<file path="src/rtl/fft8_controller.sv">
// fft8_controller: sequencer for the 8-point radix-2 FFT (bit-reversed load, 3x4 butterflies, unload).
// Define FFT_CTRL_INVERSE_EN to add the inverse input and the tw_conj output for IFFT operation.
module fft8_controller #(
  parameter int BF_LAT = 2,
  parameter int AW     = 3
) (
  input  logic          clk,
  input  logic          reset,
  input  logic          start,
`ifdef FFT_CTRL_INVERSE_EN
  input  logic          inverse,
  output logic          tw_conj,
`endif
  output logic          busy,
  output logic          done,
  output logic [AW-1:0] addr,
  output logic          ld_we,
  output logic [AW-1:0] ld_addr,
  output logic          bf_issue,
  output logic [AW-1:0] bf_rd_a,
  output logic [AW-1:0] bf_rd_b,
  output logic [1:0]    tw_idx,
  output logic          bf_we,
  output logic [AW-1:0] bf_wr_a,
  output logic [AW-1:0] bf_wr_b,
  output logic          out_valid,
  input  logic          out_ready,
  output logic [AW-1:0] out_addr
);

  typedef enum logic [2:0] {
    S_IDLE   = 3'd0,
    S_LOAD   = 3'd1,
    S_STAGE  = 3'd2,
    S_DRAIN  = 3'd3,
    S_UNLOAD = 3'd4,
    S_DONE   = 3'd5
  } state_t;

  // One counter serves LOAD index, butterfly index, drain count and unload index.
  localparam int CW = (BF_LAT > 7) ? $clog2(BF_LAT + 1) : AW;
  localparam logic [CW-1:0] CNT_ZERO_C = {CW{1'b0}};
  localparam logic [CW-1:0] CNT_ONE_C  = CW'(1'b1);
  localparam logic [CW-1:0] PT_LAST_C  = CW'(3'd7);
  localparam logic [CW-1:0] BF_LAST_C  = CW'(2'd3);
  localparam logic [CW-1:0] DR_LAST_C  = CW'(BF_LAT - 1);
  localparam logic [AW-1:0] ONE_C      = {{(AW-1){1'b0}}, 1'b1};

  function automatic logic [AW-1:0] bit_rev(input logic [AW-1:0] v);
    logic [AW-1:0] r;
    r = {AW{1'b0}};
    for (int k = 0; k < AW; k++) r[k] = v[AW-1-k];
    return r;
  endfunction

  state_t        state_r, state_s;
  logic [CW-1:0] cnt_r, cnt_s;
  logic [1:0]    stage_r, stage_s;

  logic [AW-1:0] bfly_s, half_s, pos_s, rd_a_s;
  logic          busy_s, done_s, ld_we_s, issue_s, valid_s;
  logic [AW-1:0] addr_s, ld_addr_s, bf_rd_a_s, bf_rd_b_s, out_addr_s;
  logic [1:0]    tw_s;

  logic [BF_LAT-1:0] we_sr_r;
  logic [AW-1:0]     wa_sr_r [BF_LAT];
  logic [AW-1:0]     wb_sr_r [BF_LAT];

  // Next-state and counter logic.
  always_comb begin
    state_s = state_r;
    cnt_s   = cnt_r;
    stage_s = stage_r;
    case (state_r)
      S_IDLE: begin
        if (start) begin
          state_s = S_LOAD;
          cnt_s   = CNT_ZERO_C;
        end else begin
          state_s = S_IDLE;
        end
      end
      S_LOAD: begin
        if (cnt_r == PT_LAST_C) begin
          state_s = S_STAGE;
          cnt_s   = CNT_ZERO_C;
          stage_s = 2'd0;
        end else begin
          cnt_s = cnt_r + CNT_ONE_C;
        end
      end
      S_STAGE: begin
        if (cnt_r == BF_LAST_C) begin
          state_s = S_DRAIN;
          cnt_s   = CNT_ZERO_C;
        end else begin
          cnt_s = cnt_r + CNT_ONE_C;
        end
      end
      S_DRAIN: begin
        if (cnt_r == DR_LAST_C) begin
          cnt_s = CNT_ZERO_C;
          if (stage_r == 2'd2) begin
            state_s = S_UNLOAD;
            stage_s = 2'd0;
          end else begin
            state_s = S_STAGE;
            stage_s = stage_r + 2'd1;
          end
        end else begin
          cnt_s = cnt_r + CNT_ONE_C;
        end
      end
      S_UNLOAD: begin
        if (out_ready) begin
          if (cnt_r == PT_LAST_C) begin
            state_s = S_DONE;
            cnt_s   = CNT_ZERO_C;
          end else begin
            cnt_s = cnt_r + CNT_ONE_C;
          end
        end else begin
          cnt_s = cnt_r;
        end
      end
      S_DONE: begin
        state_s = S_IDLE;
      end
      default: begin
        state_s = S_IDLE;
        cnt_s   = CNT_ZERO_C;
        stage_s = 2'd0;
      end
    endcase
  end

  // Output values for the upcoming cycle, decoded from the next state so they can be registered.
  always_comb begin
    half_s     = ONE_C << stage_s;
    bfly_s     = AW'(cnt_s[1:0]);
    pos_s      = bfly_s & (half_s - ONE_C);
    rd_a_s     = ((bfly_s >> stage_s) << (stage_s + 2'd1)) + pos_s;
    busy_s     = (state_s != S_IDLE);
    done_s     = 1'b0;
    addr_s     = {AW{1'b0}};
    ld_we_s    = 1'b0;
    ld_addr_s  = {AW{1'b0}};
    issue_s    = 1'b0;
    bf_rd_a_s  = {AW{1'b0}};
    bf_rd_b_s  = {AW{1'b0}};
    tw_s       = 2'd0;
    valid_s    = 1'b0;
    out_addr_s = {AW{1'b0}};
    case (state_s)
      S_LOAD: begin
        addr_s    = cnt_s[AW-1:0];
        ld_we_s   = 1'b1;
        ld_addr_s = bit_rev(cnt_s[AW-1:0]);
      end
      S_STAGE: begin
        issue_s   = 1'b1;
        bf_rd_a_s = rd_a_s;
        bf_rd_b_s = rd_a_s + half_s;
        tw_s      = 2'(pos_s << (2'd2 - stage_s));
      end
      S_UNLOAD: begin
        valid_s    = 1'b1;
        out_addr_s = cnt_s[AW-1:0];
      end
      S_DONE: begin
        done_s = 1'b1;
      end
      default: begin
        done_s = 1'b0;
      end
    endcase
  end

  // State and counter registers.
  always_ff @(posedge clk or negedge reset) begin
    if (!reset) begin
      state_r <= S_IDLE;
      cnt_r   <= CNT_ZERO_C;
      stage_r <= 2'd0;
    end else begin
      state_r <= state_s;
      cnt_r   <= cnt_s;
      stage_r <= stage_s;
    end
  end

  // Registered outputs.
  always_ff @(posedge clk or negedge reset) begin
    if (!reset) begin
      busy      <= 1'b0;
      done      <= 1'b0;
      addr      <= {AW{1'b0}};
      ld_we     <= 1'b0;
      ld_addr   <= {AW{1'b0}};
      bf_issue  <= 1'b0;
      bf_rd_a   <= {AW{1'b0}};
      bf_rd_b   <= {AW{1'b0}};
      tw_idx    <= 2'd0;
      out_valid <= 1'b0;
      out_addr  <= {AW{1'b0}};
    end else begin
      busy      <= busy_s;
      done      <= done_s;
      addr      <= addr_s;
      ld_we     <= ld_we_s;
      ld_addr   <= ld_addr_s;
      bf_issue  <= issue_s;
      bf_rd_a   <= bf_rd_a_s;
      bf_rd_b   <= bf_rd_b_s;
      tw_idx    <= tw_s;
      out_valid <= valid_s;
      out_addr  <= out_addr_s;
    end
  end

  // Write-back delay line; only reset clears it, so in-flight write-backs finish across DRAIN.
  always_ff @(posedge clk or negedge reset) begin
    if (!reset) begin
      we_sr_r <= {BF_LAT{1'b0}};
      for (int k = 0; k < BF_LAT; k++) begin
        wa_sr_r[k] <= {AW{1'b0}};
        wb_sr_r[k] <= {AW{1'b0}};
      end
    end else begin
      we_sr_r[0] <= bf_issue;
      wa_sr_r[0] <= bf_rd_a;
      wb_sr_r[0] <= bf_rd_b;
      for (int k = 1; k < BF_LAT; k++) begin
        we_sr_r[k] <= we_sr_r[k-1];
        wa_sr_r[k] <= wa_sr_r[k-1];
        wb_sr_r[k] <= wb_sr_r[k-1];
      end
    end
  end

  assign bf_we   = we_sr_r[BF_LAT-1];
  assign bf_wr_a = wa_sr_r[BF_LAT-1];
  assign bf_wr_b = wb_sr_r[BF_LAT-1];

`ifdef FFT_CTRL_INVERSE_EN
  logic inv_r;

  // Capture the transform direction at start and flag conjugated twiddles on issue cycles.
  always_ff @(posedge clk or negedge reset) begin
    if (!reset) begin
      inv_r   <= 1'b0;
      tw_conj <= 1'b0;
    end else begin
      if (state_r == S_IDLE && start) begin
        inv_r <= inverse;
      end else begin
        inv_r <= inv_r;
      end
      tw_conj <= (state_s == S_STAGE) && inv_r;
    end
  end
`endif

endmodule

</file>
<file path="config.mk">
export PLATFORM = sky130hd
export DESIGN_NAME = fft8_controller
export DESIGN_NICKNAME = d
export VERILOG_FILES = /design/src/rtl/fft8_controller.sv
export SDC_FILE = /design/constraint.sdc
export NUM_CORES = 1
export LEC_CHECK = 0
export BUFFER_PORTS_ARGS = -buffer_cell sky130_fd_sc_hd__buf_2
export CAP_MARGIN = 20
export CORE_MARGIN = 2
export CORE_UTILIZATION = 57
export CTS_BUF_LIST = sky130_fd_sc_hd__clkbuf_4
export DETAILED_ROUTE_END_ITERATION = 16
export PLACE_DENSITY = 0.88
export SYNTH_ARGS = -nofsm -noshare
export SYNTH_HDL_FRONTEND = slang
export SYNTH_SLANG_ARGS = --single-unit
</file>
<file path="constraint.sdc">
create_clock -name clk -period 4.62 [get_ports clk]
set_input_delay 0 -clock clk [delete_from_list [all_inputs] [get_ports clk]]
set_output_delay 0 -clock clk [all_outputs]
set_load 0.01 [all_outputs]
</file>
==> summary.txt <==
Power
  • Power Density: 668 nW/um2
  • Total Power: 0.00142 W
  • Lkg Pwr: around 1.1 nW
  • Peak supply drop: 0.424 mV

Floorplan
  • Die ar.: 3820 um2
  • Area of the core: 3130 um2
  • Die width: slightly above 60 um
  • Die H: 61.8 um
  • Rows: 20
  • Io pins: 33
  • Initial Util: 0.609

Placement
  • Number of port buffers: 32
  • HPWL after DPL: 2.77 mm
  • Placed instance area: 2020 um2
  • Final Wtd Congestion: ~0.86

Synthesis
  • Synthesized Nets: about 180
  • Unique masters post-synth: 43
  • Syn_area_per_cell: between 10 and 15 um2
  • Yosys warnings: 0
  • Mapped Cells: 170
  • Mapped Area: 1910 um2
  • FF+latch count, synth: between 40 and 50
  • Post-synthesis sequential area ratio: 0.538

Critical path
  • CP Buf/Inv Count: 1
  • CP max FO: 9
  • Reg2reg setup slack: 0.90 ns
  • CP Capture Type: register
  • Top delay family on crit path: adder cells
  • Worst Setup Start Kind: register
  • CP required: 4.86 ns
  • Crit-path max cell delay: 0.59 ns
  • Worst-path cell chain: ha_1, ha_1, nand4bb_1, nand2_1, o2bb2ai_2, inv_1, ha_1, or4_1, fa_1, xnor2_1, nor2_1
  • Most used cell along the critical path: ha_1
  • Max stage delay cell, worst path: or4_1
  • Worst Path Arrival: 3.95 ns
  • Critical path type: register to register

STA
  • Measured slew at the worst slew-check pin: 0.877 ns
  • Setup Viol. Count Final: 0
  • Fmax: roughly 270 MHz
  • Period utilisation layout: 0.804
  • Worst Clk Skew: approximately 0.011 ns
  • Final Hold Vio Count: 0
  • Slew Limit Fails: 0
  • Relative slew slack: 0.415
  • Minimum clock period: 3.72 ns
  • Sum of negative setup slack: 0 ns
  • Unrepaired setup endpoints after global routing: false

Min path
  • Hold WC Path Type: input pin to register

Drt
  • Per-cell routed wire length: 15.7 um
  • Post-route ant nets: 0
  • Final wirelength: 3.80 mm
  • Vias per std cell: 5.47
  • Vias: 1,323
  • DRC Markers: 0
  • Drt pass-1 iters: 4
  • DR iter-0 viols: 56

Clock tree
  • Sink Count: 41
  • CTS Buffer Depth: 2
  • Skew-Pair Late Insertion Delay: 0.35 ns
  • Post-CTS Hold Fix Bufs: 2
  • CTS tree: yes
  • CTS clk-pin slew, worst paths: between 0.1 and 0.15 ns
  • Num CTS Buffers: 5
  • H-tree levels: 2
  • Resize count post-CTS: 0
  • Post-CTS setup repair buffer count: 0
  • CTS root buffer: clkbuf_4

GRT
  • Total grt overflow: 0
  • Largest net degree at the start of global routing: 42
  • Initial antenna violation count: 0
  • Number of global-route vias before repair: 1,264
  • Tot GR Track Use: 0.228
  • First-pass GRT wire length: a little over 6 mm

Finish
  • Antenna cells: 0
  • Most frequent cells in the layout: 41 x dfrtp_1, 32 x buf_2, 16 x inv_1, 11 x nor2_1, 9 x ha_1
  • Final Cell Area: 2120 um2
  • Layout cells sized above 1: 0.258
  • Most common cell after layout, fill and taps aside: dfrtp_1
  • Layout fillers: 241
  • Fin nets: 211
  • Area Growth Syn to Fin: 11.3%

Status
  • Run status: finished, final reports clean

Flow run
  • Max-capacitance violation count: 0
flip-flops by register name, summed over array words and instances (netlist names), 2 cells and up:
signal / count
bf_rd_a: 3
bf_rd_b: 3
bf_wr_a: 3
bf_wr_b: 3
cnt_r: 3
ld_addr: 2
out_addr: 3
stage_r: 2
state_r: 3
tw_idx: 2
wa_sr_r: 3
wb_sr_r: 3
we_sr_r: 2
metal layers:
metal | GRT usage | part of all wire
met1 | 0.295 | 0.42
met2 | 0.365 | 0.50
met3 | 0.0518 | 0.050
met4 | 0.103 | 0.027
met5 | 0 | 0
power breakdown:
group	internal [W]	leakage [nW]	switching, W
combinational	0.000257	0.494	0.000379
clock	0.000115	0.0414	0.000120
sequential	0.000453	0.549	0.0000937
layout make-up:
class                   count  area (um2)  area share
multi-input cells          97         708       0.334
inverters                  18        67.6      0.0319
clock buffers               5        37.5      0.0177
repair buffers             34         180      0.0850
flip-flops and latches     41        1030       0.484
well taps                  44        55.1      0.0260
clock inverters             3        46.3      0.0218
tightest hold or removal path: cells and delay by family:
family,cells,cell delay (ns)
AOI/OAI and AO/OA,1,0.30
and+or+nand+nor,1,0.14
buffers and inverters,1,0.10
muxes,1,0.07
per-stage QoR:
step / hold WS [ns] / util / instances / setup slack (ns)
finish: 0.283 / 0.678 / 242 / 0.904
global route: 0.353 / 0.678 / 242 / 0.645
CTS: 0.259 / 0.678 / 242 / 0.948
detailed placement: 0.163 / 0.645 / 232 / 0.987
global placement: 0.145 / 0.645 / 232 / 1.21
floorplan: -0.296 / - / 170 / 1.34
cells by family (layout without fill, tap and decap cells):
kind of cell	after synthesis	count (layout)	synth area share
buffers and inverters	32	60	0.0900
and+or+nand+nor	58	58	0.189
xor gates and xnor gates	2	2	0.00919
AOI/OAI and AO/OA	25	25	0.0932
muxes	2	2	0.0105
DFF	41	41	0.538
adders and majority gates	10	10	0.0696
path summary, 6_finish.rpt:
path | startpoint | end | cells after the start
worst min register to register | wb_sr_r[3]$_DFF_PN0_ | bf_wr_b[0]$_DFF_PN0_ | 0
worst max register to register | cnt_r[0]$_DFF_PN0_ | bf_rd_b[1]$_DFF_PN0_ | 11
worst min-delay path | start | busy$_DFF_PN0_ | 4
min in group asynchronous | reset | addr[0]$_DFF_PN0_ | 2
worst max-delay path | cnt_r[0]$_DFF_PN0_ | bf_rd_b[1]$_DFF_PN0_ | 11
max in group asynchronous | reset | state_r[1]$_DFF_PN0_ | 2
Yosys cell counts:
cell type / number / area (um2)
dfrtp_1: 41 / 1030
mux2i_1: 2 / 20.0
nor4_1: 2 / 12.5
or4_1: 1 / 7.51
o21ai_0: 4 / 20.0
nand3_1: 2 / 10.0
fa_1: 1 / 20.0
a31oi_1: 2 / 12.5
nor4bb_1: 1 / 10.0
a32o_1: 1 / 10.0
nand4b_1: 1 / 8.76
a21boi_1: 1 / 7.51
nor4_2: 1 / 12.5
o21ai_1: 3 / 15.0
buf_2: 2 / 10.0
o221a_2: 1 / 11.3
or3b_1: 1 / 8.76
or3_1: 2 / 12.5
nor3b_1: 3 / 22.5
buf_6: 1 / 11.3
a311oi_1: 1 / 8.76
ha_1: 9 / 113
buf_4: 11 / 82.6
nor4b_4: 1 / 23.8
o2111ai_1: 1 / 8.76
nand3b_1: 2 / 15.0
inv_1: 16 / 60.1
nand2b_1: 6 / 37.5
xnor2_1: 2 / 17.5
nor3_2: 1 / 10.0
inv_2: 2 / 7.51
nor2b_1: 5 / 31.3
nor3_1: 5 / 25.0
nor2_1: 11 / 41.3
nand2_1: 8 / 30.0
and2_1: 2 / 12.5
o32ai_1: 1 / 8.76
and4_4: 1 / 11.3
nand4bb_1: 1 / 11.3
o2bb2ai_2: 1 / 15.0
nor2_2: 1 / 6.26
a21oi_1: 7 / 35.0
a211oi_2: 2 / 25.0
Power figures use the tool's default switching activity.
